$ cat src/rtl/fifo_ptr_ctrl_pkg.sv
// fifo_ptr_pkg: shared defaults for the FIFO pointer controller.
//   ADDR_WIDTH_DEF      default storage address width (depth = 2**ADDR_WIDTH)
//   AFULL_THRESH_DEF    default occupancy at/above which almost_full asserts
//   AEMPTY_THRESH_DEF   default occupancy at/below which almost_empty asserts
//   ptr_w()             pointer width: address bits plus one wrap bit
package fifo_ptr_pkg;

  localparam int ADDR_WIDTH_DEF    = 10;
  localparam int AFULL_THRESH_DEF  = 1020;
  localparam int AEMPTY_THRESH_DEF = 4;

  function automatic int ptr_w(input int addr_width);
    return addr_width + 1;
  endfunction

endpackage

$ cat src/rtl/fifo_ptr_ctrl_ptr_counter.sv
// ptr_counter: WIDTH-bit wrapping pointer register.
//   gclk    clock, rising edge
//   grst_n  asynchronous active-low reset, clears pointer
//   clr     synchronous clear (wins over en)
//   en      advance pointer by one, natural modulo-2**WIDTH wrap
//   ptr     registered pointer value
module ptr_counter #(
  parameter int WIDTH = 11
) (
  input  logic             gclk,
  input  logic             grst_n,
  input  logic             clr,
  input  logic             en,
  output logic [WIDTH-1:0] ptr
);

  logic [WIDTH-1:0] ptr_d, ptr_q;

  always_comb begin
    ptr_d = ptr_q;
    if (clr)     ptr_d = '0;
    else if (en) ptr_d = ptr_q + WIDTH'(1);
  end

  always_ff @(posedge gclk or negedge grst_n) begin
    if (!grst_n) ptr_q <= '0;
    else         ptr_q <= ptr_d;
  end

  assign ptr = ptr_q;

endmodule

$ cat src/rtl/fifo_ptr_ctrl.sv
// fifo_ptr_ctrl: read/write pointer and status controller for an external
// 2**ADDR_WIDTH-entry FIFO storage array (no storage held here).
//   CLK, ASYNCRESETN   clock / async active-low reset
//   clr                synchronous flush: pointers and sticky errors to 0
//   wr_req, rd_req     producer / consumer requests
//   wr_en, rd_en       accepted requests (combinational, zero latency)
//   wr_addr, rd_addr   storage addresses (pointer low bits)
//   count              occupancy 0..2**ADDR_WIDTH
//   full, empty, almost_full, almost_empty   status decoded from pointers
//   overflow, underflow                      sticky error flags
module fifo_ptr_ctrl
  import fifo_ptr_pkg::*;
#(
  parameter int ADDR_WIDTH    = ADDR_WIDTH_DEF,
  parameter int AFULL_THRESH  = AFULL_THRESH_DEF,
  parameter int AEMPTY_THRESH = AEMPTY_THRESH_DEF
) (
  input  logic                  CLK,
  input  logic                  ASYNCRESETN,
  input  logic                  clr,
  input  logic                  wr_req,
  input  logic                  rd_req,
  output logic                  wr_en,
  output logic                  rd_en,
  output logic [ADDR_WIDTH-1:0] wr_addr,
  output logic [ADDR_WIDTH-1:0] rd_addr,
  output logic [ADDR_WIDTH:0]   count,
  output logic                  full,
  output logic                  empty,
  output logic                  almost_full,
  output logic                  almost_empty,
  output logic                  overflow,
  output logic                  underflow
);

  localparam int            PW       = ptr_w(ADDR_WIDTH);
  localparam logic [PW-1:0] AFULL_T  = PW'(AFULL_THRESH);
  localparam logic [PW-1:0] AEMPTY_T = PW'(AEMPTY_THRESH);

  logic [PW-1:0] wr_ptr, rd_ptr;
  logic          ovf_d, ovf_q, udf_d, udf_q;

  // Acceptance is also gated by reset so nothing is accepted while it is held.
  assign wr_en = wr_req && !full  && !clr && ASYNCRESETN;
  assign rd_en = rd_req && !empty && !clr && ASYNCRESETN;

  ptr_counter #(.WIDTH(PW)) u_wr_ptr (
    .gclk   (CLK),
    .grst_n (ASYNCRESETN),
    .clr    (clr),
    .en     (wr_en),
    .ptr    (wr_ptr)
  );

  ptr_counter #(.WIDTH(PW)) u_rd_ptr (
    .gclk   (CLK),
    .grst_n (ASYNCRESETN),
    .clr    (clr),
    .en     (rd_en),
    .ptr    (rd_ptr)
  );

  assign wr_addr = wr_ptr[ADDR_WIDTH-1:0];
  assign rd_addr = rd_ptr[ADDR_WIDTH-1:0];

  // Same address with differing wrap bits means the writer is one lap ahead.
  assign empty = (wr_ptr == rd_ptr);
  assign full  = (wr_ptr[ADDR_WIDTH-1:0] == rd_ptr[ADDR_WIDTH-1:0]) &&
                 (wr_ptr[ADDR_WIDTH] != rd_ptr[ADDR_WIDTH]);

  // Modulo subtraction stays correct across pointer wrap.
  assign count        = wr_ptr - rd_ptr;
  assign almost_full  = (count >= AFULL_T);
  assign almost_empty = (count <= AEMPTY_T);

  always_comb begin
    ovf_d = ovf_q;
    udf_d = udf_q;
    if (clr) begin
      ovf_d = 1'b0;
      udf_d = 1'b0;
    end else begin
      if (wr_req && full)  ovf_d = 1'b1;
      if (rd_req && empty) udf_d = 1'b1;
    end
  end

  always_ff @(posedge CLK or negedge ASYNCRESETN) begin
    if (!ASYNCRESETN) begin
      ovf_q <= 1'b0;
      udf_q <= 1'b0;
    end else begin
      ovf_q <= ovf_d;
      udf_q <= udf_d;
    end
  end

  assign overflow  = ovf_q;
  assign underflow = udf_q;

endmodule

$ cat config.mk
export PLATFORM = sky130hd
export DESIGN_NAME = fifo_ptr_ctrl
export DESIGN_NICKNAME = d
export VERILOG_FILES = /design/src/rtl/fifo_ptr_ctrl_pkg.sv /design/src/rtl/fifo_ptr_ctrl_ptr_counter.sv /design/src/rtl/fifo_ptr_ctrl.sv
export SDC_FILE = /design/constraint.sdc
export NUM_CORES = 1
export LEC_CHECK = 0
export CORE_AREA = 8 8 69 77
export CTS_CLUSTER_DIAMETER = 150
export DETAILED_ROUTE_END_ITERATION = 8
export DIE_AREA = 0 0 77 85
export PLACE_DENSITY_LB_ADDON = 0.25
export SLEW_MARGIN = 20
export SYNTH_ARGS = -nofsm -noshare
export SYNTH_HDL_FRONTEND = slang
export SYNTH_SLANG_ARGS = --single-unit
$ cat constraint.sdc
create_clock -name CLK -period 3 [get_ports CLK]
set_input_delay 0.3 -clock CLK [delete_from_list [all_inputs] [get_ports CLK]]
set_output_delay 0.3 -clock CLK [all_outputs]
set_load 0.02 [all_outputs]
* After elaboration in Yosys (flattened, before gate mapping)
Index checks and enable logic that the tools add are counted.
** Storage, ports and cells
- Flip-flop bits (word level) :: 24
- Input port bits :: 5
- Output and inout port bits :: 39
- Logic and storage cells :: 36
** Cells by class
- $add $sub $neg :: 3
- $lt $le $gt $ge :: 2
- Equality and inequality tests :: 3
- Muxes and demuxes :: 8
- Reduce and logical (&&, ||, !) cells :: 16
** Operators by type and width (number)
- $mux W11 :: 4
- $add A11 B1 Y11 const B :: 2
- $eq A11 B11 Y1 :: 1
- $ge A11 B10 Y1 const B :: 1
- $le A11 B3 Y1 const B :: 1
- $sub A11 B11 Y11 :: 1
- $eq A10 B10 Y1 :: 1
- $logic_and A1 B1 Y1 :: 9
- $reduce_bool A2 Y1 :: 4
- $mux W1 :: 4
- $logic_not A1 Y1 :: 3
- $ne A1 B1 Y1 :: 1

* Depth between registers and ports, before layout
- Depth after elaboration :: 8
- Depth in mapped cells :: 9
- Gate-level depth less buffers :: 9

* By module
A second synthesis with hierarchy kept.
** Second synthesis, totals
- Cells, all modules :: 207
- Area, all modules :: 1838.0 um^2
** By module, submodules not included
- ptr_counter :: times used 2, cells each 54, area each 556.8 um^2, seq. area each 275.3 um^2
- fifo_ptr_ctrl :: times used 1, cells each 99, area each 724.4 um^2, seq. area each 50.0 um^2

* Worst setup path before layout
OpenSTA, ideal clock, no wires.
- Kind :: reg2out
- Start :: register u_wr_ptr.ptr_q[0] (netlist: u_wr_ptr.ptr[0])
- End :: output port almost_empty
- Data arrival time :: 2485 ps
- Data required time :: 2700 ps
- Setup slack :: 215 ps
- Cell stages (with the launch flop) :: 10
- Buffers on the path :: 0
- Path through :: dfrtp_1 -> inv_1 -> ha_1 -> fa_1 -> nand2b_1 -> a21oi_1 -> nand3_1 -> a31oi_1 -> xnor2_1 -> nor4_2
** Between the ends
- Word-level cells in the longest chain between the ends :: 2
** Ends and longest elaborated chain
- start: declaration :: line fifo_ptr_ctrl_ptr_counter.sv:17 : logic [WIDTH-1:0] ptr_d, ptr_q;
- start signal: assignment :: line fifo_ptr_ctrl_ptr_counter.sv:27 : else ptr_q <= ptr_d;
- $sub A11 B11 Y11 :: line fifo_ptr_ctrl.sv:72 : assign count = wr_ptr - rd_ptr;
- via count[10] :: line fifo_ptr_ctrl.sv:27 : output logic [ADDR_WIDTH:0] count,
- $le A11 B3 Y1 :: line fifo_ptr_ctrl.sv:74 : assign almost_empty = (count <= AEMPTY_T);
- end: declaration :: line fifo_ptr_ctrl.sv:31 : output logic almost_empty,
The timed path passes the listed nets, and every way through them passes these cells.

* Worst setup path in the final report
- Start :: register u_rd_ptr.ptr_q[7] (netlist: u_rd_ptr.ptr[7])
- End :: output port rd_en
** Between the ends
- Word-level cells in the longest chain between the ends :: 5
** Ends and longest elaborated chain
- start: declaration :: line fifo_ptr_ctrl_ptr_counter.sv:17
- start signal: assignment :: line fifo_ptr_ctrl_ptr_counter.sv:27
- $eq A11 B11 Y1 :: line fifo_ptr_ctrl.sv:67 : assign empty = (wr_ptr == rd_ptr);
- $logic_not A1 Y1 :: line fifo_ptr_ctrl.sv:45 : assign rd_en = rd_req && !empty && !clr && ASYNCRESETN;
- $logic_and A1 B1 Y1 (3 in a row) :: line fifo_ptr_ctrl.sv:45
- end: declaration :: line fifo_ptr_ctrl.sv:24 : output logic rd_en,
No other way between the ends.

==> impl_metrics.json <==
{
  "status": "finished clean",
  "max_freq_ghz": 0.3461,
  "first_pass_iters": 4,
  "cp_top_family": "simple AND/OR/NAND/NOR gates",
  "diodes": 0,
  "wl_um": 4769,
  "cts_hold_buf": 0,
  "port_buffers": 43,
  "crit_buf_inv": 2,
  "yosysWarningCount": 0,
  "power.share.combinational_pct": 27.6,
  "grt_pass1_vias": 1688,
  "initial_utilization_pct": 48.52,
  "avgViaCountPerCell": 5.208,
  "async_reset_ff_share_pct": 100.0,
  "slew_headroom_pct": 64.89,
  "p_clk_share_pct": 28.8,
  "rsz0062_at_grt": "true",
  "p_total_mw": 0.7564,
  "startpoint_type": "register",
  "overflow": 0,
  "finalWorstPathRequiredPeriod_ns": 2.889,
  "hold_class": "input pin to asynchronous set/reset pin",
  "worstSetupPathType": "register to primary output",
  "netlist_area_um2": 2003,
  "syn_avg_cell_area_um2": 8.634,
  "synth_edf_count": 0,
  "antenna_found_initial": 0,
  "p_seq_share_pct": 43.6,
  "synthFlopType": "dfrtp_1",
  "critPathCaptureType": "primary output",
  "p_sw_mw": 0.2201,
  "die_x_um": 77,
  "cts-root-buf": "clkbuf_8",
  "design_area_um2": 2576,
  "skew_ns": 0.005238,
  "cts_buffer_depth": 2,
  "num_io_pins": 44,
  "cts_made_buffers": 3,
  "nNetsFinal": 292,
  "worst_pin_slew_ns": 0.5253,
  "cpPeakStageDelay_ns": 0.59,
  "worst_slack_ns": 0.1109,
  "drt_iter0_drc": 67,
  "cts.sinks": 24,
  "syn-num-nets": 250,
  "syn_inst": 232,
  "internal_power_mw": 0.5363,
  "period_share_pct": 96.30,
  "core_area_um2": 4129,
  "route.detailed.drc": 0,
  "max_cap_violations": 0,
  "die_y_um": 85,
  "post_drt_wl_per_cell_um": 14.58,
  "syn2layout_area_growth_pct": 28.61,
  "num_rows": 25,
  "critPathSlowestCell": "clkdlybuf4s50_1",
  "cts_max_level": 1,
  "p_leak_nw": 1.275,
  "hold_viol_final": 0,
  "grt_max_degree": 26,
  "placed_cell_area_um2": 2470,
  "worstPathRequired_ns": 2.70,
  "gp_congestion": 0.8928,
  "max-vdd-ir-drop_uv": 228.0,
  "switching_share_pct": 29.10,
  "routed-via-count": 1703,
  "grt_use_total_pct": 14.74,
  "seq_area_frac_synth_pct": 29.98,
  "clk_pin_slew_ns": 0.09,
  "die-area_um2": 6545,
  "ys_types": 48,
  "finalSetupViolCount": 0,
  "grt_pass1_wl_um": 8169,
  "synth_seq_cells": 24,
  "post-place-ws_ns": -0.05888,
  "cp.arrival_ns": 2.59,
  "cts_tree": "done",
  "clkLatencyLatePin_ns": 0.26,
  "power_density_nw_per_um2": 293.6,
  "dp_hpwl_um": 3745,
  "path_cells": "inv_1 > ha_1 > nand4_2 > nor4_2 > nor2_2 > clkdlybuf4s50_1",
  "crit_fanout": 8,
  "slew_viol_final": 0,
  "drive_gt1_share_pct": 17.58,
  "final_antenna_net_count": 0
}
==> final cells by class <==
| class | count | area, µm² |
|---|---|---|
| clock buffer | 4 | 55.05 |
| fill | 386 | 1553 |
| inverter | 19 | 71.32 |
| multi-input combinational | 162 | 1195 |
| sequential | 24 | 600.6 |
| tap | 54 | 67.56 |
| timing repair buffer | 64 | 586.8 |
==> synthesized netlist by cell type (2+ instances only) <==
cell type	count	share of area, %
xnor2_1	13	5.7
nand3_1	15	3.7
buf_2	3	0.75
nor2_1	31	5.8
inv_1	19	3.6
mux2i_1	3	1.5
nor4b_2	2	1.5
nand2_1	11	2.1
o31ai_1	3	1.1
a211oi_1	2	0.75
nand4_1	5	1.6
dfrtp_1	24	30
clkbuf_1	3	0.56
nor4_2	3	1.9
nor4b_1	2	0.87
nor2b_1	2	0.62
o21ai_0	3	0.75
and3_1	7	2.2
buf_4	20	7.5
ha_1	12	7.5
nor3_1	2	0.50
a21oi_1	8	2.0
xor2_1	12	5.2
nand2b_1	3	0.94
==> placed cells by master (no fill, tap or decap), types with 2 or more instances in the layout <==
| master | netlist | layout |
|---|---|---|
| nand2_1 | 11 | 11 |
| xor2_1 | 12 | 11 |
| nor4b_1 | 2 | 2 |
| inv_1 | 19 | 19 |
| nor4_2 | 3 | 3 |
| dlymetal6s2s_1 | 0 | 4 |
| a21oi_1 | 8 | 6 |
| nor2b_1 | 2 | 2 |
| ha_1 | 12 | 11 |
| clkbuf_8 | 0 | 4 |
| nand3_1 | 15 | 15 |
| mux2i_1 | 3 | 3 |
| nor2_1 | 31 | 31 |
| nand2b_1 | 3 | 3 |
| o31ai_1 | 3 | 2 |
| dlygate4sd2_1 | 0 | 3 |
| buf_4 | 20 | 22 |
| a211oi_2 | 0 | 2 |
| xnor2_1 | 13 | 13 |
| a21oi_2 | 0 | 2 |
| o21ai_0 | 3 | 3 |
| dfrtp_1 | 24 | 24 |
| clkdlybuf4s50_1 | 0 | 34 |
| nor4b_2 | 2 | 2 |
| and3_1 | 7 | 7 |
| nand4_1 | 5 | 5 |
==> final timing paths <==
kind,to,from,slack (ns),cells after the start
worst max-delay path,rd_en,u_rd_ptr.ptr[7],0.11,6
worst min-delay path,overflow,ASYNCRESETN,0.40,2
worst max register to register,u_rd_ptr.ptr[3],u_rd_ptr.ptr[7],0.75,8
worst min register to register,underflow,underflow,0.50,2
max in group asynchronous,u_rd_ptr.ptr[9],ASYNCRESETN,2.35,2
min in group CLK,underflow,underflow,0.50,2
==> kinds of logic after synthesis <==
group                      Yosys count  synth area share, %
and+or+nand+nor                     94                26.92
buffers and inverters               46                12.62
AOI/OAI and AO/OA                   26                8.995
xor gates and xnor gates            25                10.93
DFF                                 24                29.98
adders and majority gates           13                8.495
muxes                                4                2.061
==> registers in the layout, indices dropped and copies added, names as in the netlist <==
signal        flops
u_wr_ptr.ptr     11
u_rd_ptr.ptr     11
overflow          1
underflow         1
==> power groups by stage <==
stage	combinational (mW)	sequential (mW)	clock, mW
2_1_floorplan	0.113	0.340	0
3_3_place_gp	0.207	0.336	0
3_5_place_dp	0.208	0.336	0
4_1_cts	0.205	0.330	0.224
5_1_grt	0.228	0.330	0.234
6_report	0.208	0.330	0.218
==> metal layers <==
layer / track usage, % / share of wire, %
met1: 18.22 / 46
met2: 25.29 / 48
met3: 2.854 / 5.2
met4: 4.124 / 1.0
met5: 0 / 0
==> per-stage QoR <==
stage / hold slack [ns] / cells / util (%) / setup TNS [ns]
6_report: 0.4009 / 327 / 62.39 / 0
4_1_cts: 0.4260 / 326 / 61.39 / -0.05517
3_3_place_gp: 0.4775 / 322 / 59.82 / -0.03957
5_1_grt: 0.4494 / 327 / 62.39 / -0.05336
3_5_place_dp: 0.4868 / 322 / 59.82 / -0.08737
2_1_floorplan: 0.004409 / 232 / - / 0
==> what timing repair did <==
item,in CTS,in global routing
gates cloned,0,0
endpoints found under the setup margin,6,9
gates resized for setup,10,16
buffers inserted,0,1
pin swaps,0,3
Note: power is estimated with default switching activity, not from simulation.
==> RTL edit 1 (same settings) <==
Register the output `count`, with the module's reset; this adds one clock of latency there. The other outputs are not delayed to match.
--- a/src/rtl/fifo_ptr_ctrl.sv
+++ b/src/rtl/fifo_ptr_ctrl.sv
@@ -39,2 +39,4 @@
 
+  logic [ADDR_WIDTH:0] count_d;
+
   logic [PW-1:0] wr_ptr, rd_ptr;
@@ -71,5 +73,5 @@
   // Modulo subtraction stays correct across pointer wrap.
-  assign count        = wr_ptr - rd_ptr;
-  assign almost_full  = (count >= AFULL_T);
-  assign almost_empty = (count <= AEMPTY_T);
+  assign count_d      = wr_ptr - rd_ptr;
+  assign almost_full  = (count_d >= AFULL_T);
+  assign almost_empty = (count_d <= AEMPTY_T);
 
@@ -100,2 +102,10 @@
 
+  always_ff @(posedge CLK or negedge ASYNCRESETN) begin
+    if (!ASYNCRESETN) begin
+      count <= '0;
+    end else begin
+      count <= count_d;
+    end
+  end
+
 endmodule
Behaviour: not the same (a bounded check fails within 4 cycles, from zero or initial values and one cycle with ASYNCRESETN low).
==> RTL edit 1 against the original RTL <==
Wire length increased by 36%; total power increased by 50%; maximum frequency increased by 0.64%; first-iteration DRC count is 100% higher; sequential share of layout area rose by 3.7 points; register-to-register slack got worse by 0.10 ns; largest cell class unchanged; non-clock buffer count rose by 22; synthesized cell count is 13% higher; worst setup slack improved by 0.018 ns; via count up 32%; sequential cell count up 11; synthesized area up 24%; design area is 26% higher.
==> RTL edit 1: results (changes against the original RTL) <==
** Drt
- Detailed-router iteration count before antenna repair :: 4 (unchanged)
- The number of DRC markers after the initial detailed-route iteration came to 136 (was 67).
- Number of vias after detailed routing :: 2241 (was 1703)
- WL per Instance :: 17.1 µm (was 14.6 µm)

** Clock tree
- The clock transition time at the flip-flop clock pins of the worst setup and hold paths is 0.07 ns (was 0.09 ns).
- The maximum buffer depth of the clock tree came to 2 (unchanged).
- Later-pin clock latency in the skew report :: 0.29 ns (was 0.26 ns)
- The total number of H-tree levels came to 2 (was 1).
- Root cell of the clock tree :: clkbuf_8 (unchanged)
- Total CTS buffers :: 5 (was 3)

** Global routing
- The pin count of the biggest net entering global routing is 17 (was 26).
- The first-pass GRT wire length is 10500 µm (was 8170 µm).
- Via count of the first global-routing pass :: 2286 (was 1688)
- The number of antenna violations at the first check in global routing was 0 (unchanged).
- The total routing resource utilization after global routing was 0.199 (was 0.147).

** Finish
- NumNets Final :: 345 (was 292)
- The share of post-route cells with drive strength above 1 came to 0.239 (was 0.176).
- Antenna Cells :: 0 (unchanged)

** Synthesis
- Leading cell types by total area after synthesis :: dfrtp_1 (35%), buf_4 (6.7%), ha_1 (6.1%) (was dfrtp_1 (30%), buf_4 (7.5%), ha_1 (7.5%))
- Unique cell type count in the Yosys netlist :: 69 (was 48)
- Portion of the post-synthesis area used by sequential elements :: 0.353 (was 0.300)
- Ys Warns :: 0 (unchanged)
- The most used flip-flop cell after synthesis is dfrtp_1 (unchanged).
- Commonest cells in the synthesized netlist: dfrtp_1 (35), inv_1 (23), buf_4 (22), a21oi_1 (17), nor2_1 (16) (was nor2_1 (31), dfrtp_1 (24), buf_4 (20), inv_1 (19), nand3_1 (15)).
- The share of synthesized flip-flops with an asynchronous set or reset was 1.00 (unchanged).
- Synthesized netlist net count :: 281 (was 250)

** Placement
- The area of placed instances is 3080 µm² (was 2470 µm²).
- HPWL Detailed :: 5150 µm (was 3750 µm)
- The routability congestion estimate is 0.960 (was 0.893).
- The number of input and output port buffers inserted was 43 (unchanged).
- Pre-CTS setup slack :: -0.0653 ns (was -0.0589 ns)

** Timing
- The clock skew was 0.00597 ns (was 0.00524 ns).
- The headroom to the max-slew limit is 0.639 (was 0.649).

** Pwr
- Maximum vdd ir drop :: 0.215 mV (was 0.228 mV)
- Leakage :: 1.52 nW (was 1.27 nW)

** Critical path
- Cell with the biggest individual delay on the critical path :: dfrtp_1 (was clkdlybuf4s50_1)
- The arrival time at the worst endpoint was 2.57 ns (was 2.59 ns).
- Delay of the slowest cell on the worst path :: 0.42 ns (was 0.59 ns)
- Worst Path Max Fanout :: 7 (was 8)

** Hold path
- Type of the most critical hold path :: primary input to asynchronous set/reset pin (unchanged)

** Status
- Outcome :: finished, final reports clean (unchanged)
==> RTL edit 1: kinds of logic after synthesis <==
family          share of synthesized area
mux                                0.0166
compound gates                      0.176
buf+inv                             0.115
xor+xnor                           0.0383
simple gates                        0.232
flops                               0.353
fa+ha+maj                          0.0686
==> RTL edit 1: where the power goes <==
part | total [mW] | leakage [nW] | switching (mW) | internal (mW)
clock | 0.413 | 0.0513 | 0.169 | 0.244
combinational | 0.228 | 0.988 | 0.120 | 0.108
sequential | 0.498 | 0.483 | 0.00678 | 0.491
total | 1.14 | 1.52 | 0.296 | 0.842
==> RTL edit 1: cell type report <==
type                            count  area, µm²
Clock buffer                        6       72.6
Tap cell                           54       67.6
Sequential cell                    35        876
Clock inverter                      1       30.0
Inverter                           23       86.3
Timing Repair Buffer               86        743
Multi-Input combinational cell    176       1360
Fill cell                         309        892
==> RTL edit 1: repair_timing <==
action | 4_1_cts | 5_1_grt
pin swaps | 1 | 2
hold buffers | 1 | 0
endpoints found under the hold margin | 5 | 0
setup endpoints to repair | 2 | 3
buffers inserted | 1 | 0
resized for setup | 10 | 8
==> RTL edit 1: metrics by stage <==
step	TNS, ns	hold slack [ns]	instances	total power [mW]
finish	0	0.397	381	1.14
global route	0	0.426	381	1.18
CTS	0	0.407	381	1.14
detailed placement	-0.0814	0.174	372	0.733
global placement	-0.0116	0.173	372	0.729
floorplan	0	0.00441	263	0.622
==> RTL edit 1: path summary, 6_finish.rpt <==
check | start | end | slack (ns) | depth (start not counted)
max | u_wr_ptr.ptr[5] | almost_full | 0.13 | 8
min | ASYNCRESETN | underflow | 0.40 | 2
max reg2reg | u_rd_ptr.ptr[6] | u_rd_ptr.ptr[10] | 0.65 | 8
min reg2reg | overflow | overflow | 0.50 | 2
max in group asynchronous | ASYNCRESETN | count[7] | 2.13 | 3
min in group CLK | overflow | overflow | 0.50 | 2
==> RTL edit 1: critical path, delay by kind of cell (launching register included) <==
kind	cells	cell delay [ns]
buf+inv	2	0.32
compound gates	3	0.70
simple gates	2	0.44
flops	1	0.42
fa+ha+maj	1	0.40
==> RTL edit 1: layer usage <==
layer	GRT usage	part of all wire	up-vias	routed length (µm)
met5	0	0	-	0
met1	0.208	0.39	1091	2520
met3	0.0560	0.064	19	413
li1	-	-	1050	-
met2	0.351	0.52	81	3350
met4	0.108	0.032	0	210
==> RTL edit 2 (same settings) <==
Made on the original files. `ADDR_WIDTH_DEF`: 10 -> 9.
--- a/src/rtl/fifo_ptr_ctrl_pkg.sv
+++ b/src/rtl/fifo_ptr_ctrl_pkg.sv
@@ -7,3 +7,3 @@
 
-  localparam int ADDR_WIDTH_DEF    = 10;
+  localparam int ADDR_WIDTH_DEF    = 9;
   localparam int AFULL_THRESH_DEF  = 1020;
Interface: changed (resized count, rd_addr and wr_addr); port bits go from 44 to 41. The function was not compared with the original's and may differ.
==> RTL edit 2 against the original RTL <==
Largest cell class unchanged; hold slack improved by 0.086 ns; core utilization is 4.3 points lower; worst setup slack better by 0.013 ns; total power increased by 2.4%; synthesized cell count shrank 7.3%; design area fell by 6.8%; critical path type unchanged; synthesized area is 10% lower; die area unchanged; sequential cell count shrank 2; wire length up 1.5%; critical endpoint unchanged; cell count is 3.4% lower.
==> RTL edit 2: results (changes against the original RTL) <==
** Global routing
- The met1 track demand over resource in global routing is 0.175 (was 0.182).
- Pin count of the biggest net entering global routing :: 17 (was 26)
- First-pass GRT wire length :: 8260 µm (was 8170 µm)

** Drt
- The final wirelength is 4840 µm (was 4770 µm).
- Routed length on met2 :: 2420 µm (was 2280 µm)
- The number of DRC markers after the initial detailed-route iteration came to 152 (was 67).
- Met3 Wirelength :: 322 µm (was 247 µm)
- The total vias in the final route is 1660 (was 1703).

** Critical path
- Delay of the slowest cell on the worst path :: 0.57 ns (was 0.59 ns)
- The source of the critical timing path is u_rd_ptr.ptr[6] (was u_rd_ptr.ptr[7]).
- Cell type group with the largest total delay on the critical path :: buffers and inverters (was simple AND/OR/NAND/NOR gates)
- The reg-to-reg endpoint is u_wr_ptr.ptr[9] (was u_rd_ptr.ptr[3]).
- Crit path DAT :: 2.58 ns (was 2.59 ns)

** Placement
- The detailed-placement wirelength estimate is 3770 µm (was 3750 µm).
- The routability congestion estimate was 0.873 (was 0.893).
- The area of placed instances was 2280 µm² (was 2470 µm²).
- The number of instances in the placed design came to 310 (was 322).
- The number of input and output port buffers inserted is 40 (was 43).
- The minimum setup slack after placement was -0.0239 ns (was -0.0589 ns).

** Finish
- The final net count came to 280 (was 292).
- Number of fill cells :: 377 (was 386)
- Fraction of layout cells with a size suffix above 1 :: 0.179 (was 0.176)

** Pwr
- The part of the total power dissipated in sequential elements was 0.394 (was 0.436).
- The part of the total power dissipated in the clock network came to 0.274 (was 0.288).
- Maximum vdd ir drop :: 0.226 mV (was 0.228 mV)
- Reported sequential group power :: 305 µW (was 330 µW)

** Synthesis
- Commonest cells in the synthesized netlist :: dfrtp_1 (22), nor2_1 (22), buf_4 (19), inv_1 (16), nand3_1 (16) (was nor2_1 (31), dfrtp_1 (24), buf_4 (20), inv_1 (19), nand3_1 (15))
- The area share of fa/ha/maj cells after synthesis is 0.0876 (was 0.0849).
- The complex-gate fraction of the synthesized area came to 0.134 (was 0.0899).
- Share of synthesized area spent on multiplexers :: 0.00626 (was 0.0206)
- The net count of the mapped netlist was 232 (was 250).
- The mean cell area of the mapped netlist was 8.37 µm² (was 8.63 µm²).
- Unique cell type count in the Yosys netlist :: 45 (was 48)

** Status
- Outcome :: finished, final reports clean (unchanged)

** Clock tree
- The post-cts repair resize count is 4 (was 10).
-- RTL edit 2: final cells by class --
| cell class | count | area [µm²] | area share |
|---|---|---|---|
| Multi-Input combinational cell | 153 | 1070 | 0.446 |
| Timing Repair Buffer | 66 | 593 | 0.247 |
| Sequential cell | 22 | 551 | 0.229 |
| Tap cell | 54 | 67.6 | 0.0282 |
| Inverter | 17 | 63.8 | 0.0266 |
| Clock buffer | 4 | 55.1 | 0.0229 |
-- RTL edit 2: how the worst min path moves through the flow --
stage | start | endpoint | slack (ns)
2_1_floorplan | ASYNCRESETN | overflow | 0.004
3_3_place_gp | overflow | overflow | 0.48
3_5_place_dp | overflow | overflow | 0.49
4_1_cts | ASYNCRESETN | u_wr_ptr.ptr[5] | 0.49
5_1_grt | ASYNCRESETN | u_rd_ptr.ptr[0] | 0.52
6_report | ASYNCRESETN | u_wr_ptr.ptr[5] | 0.49
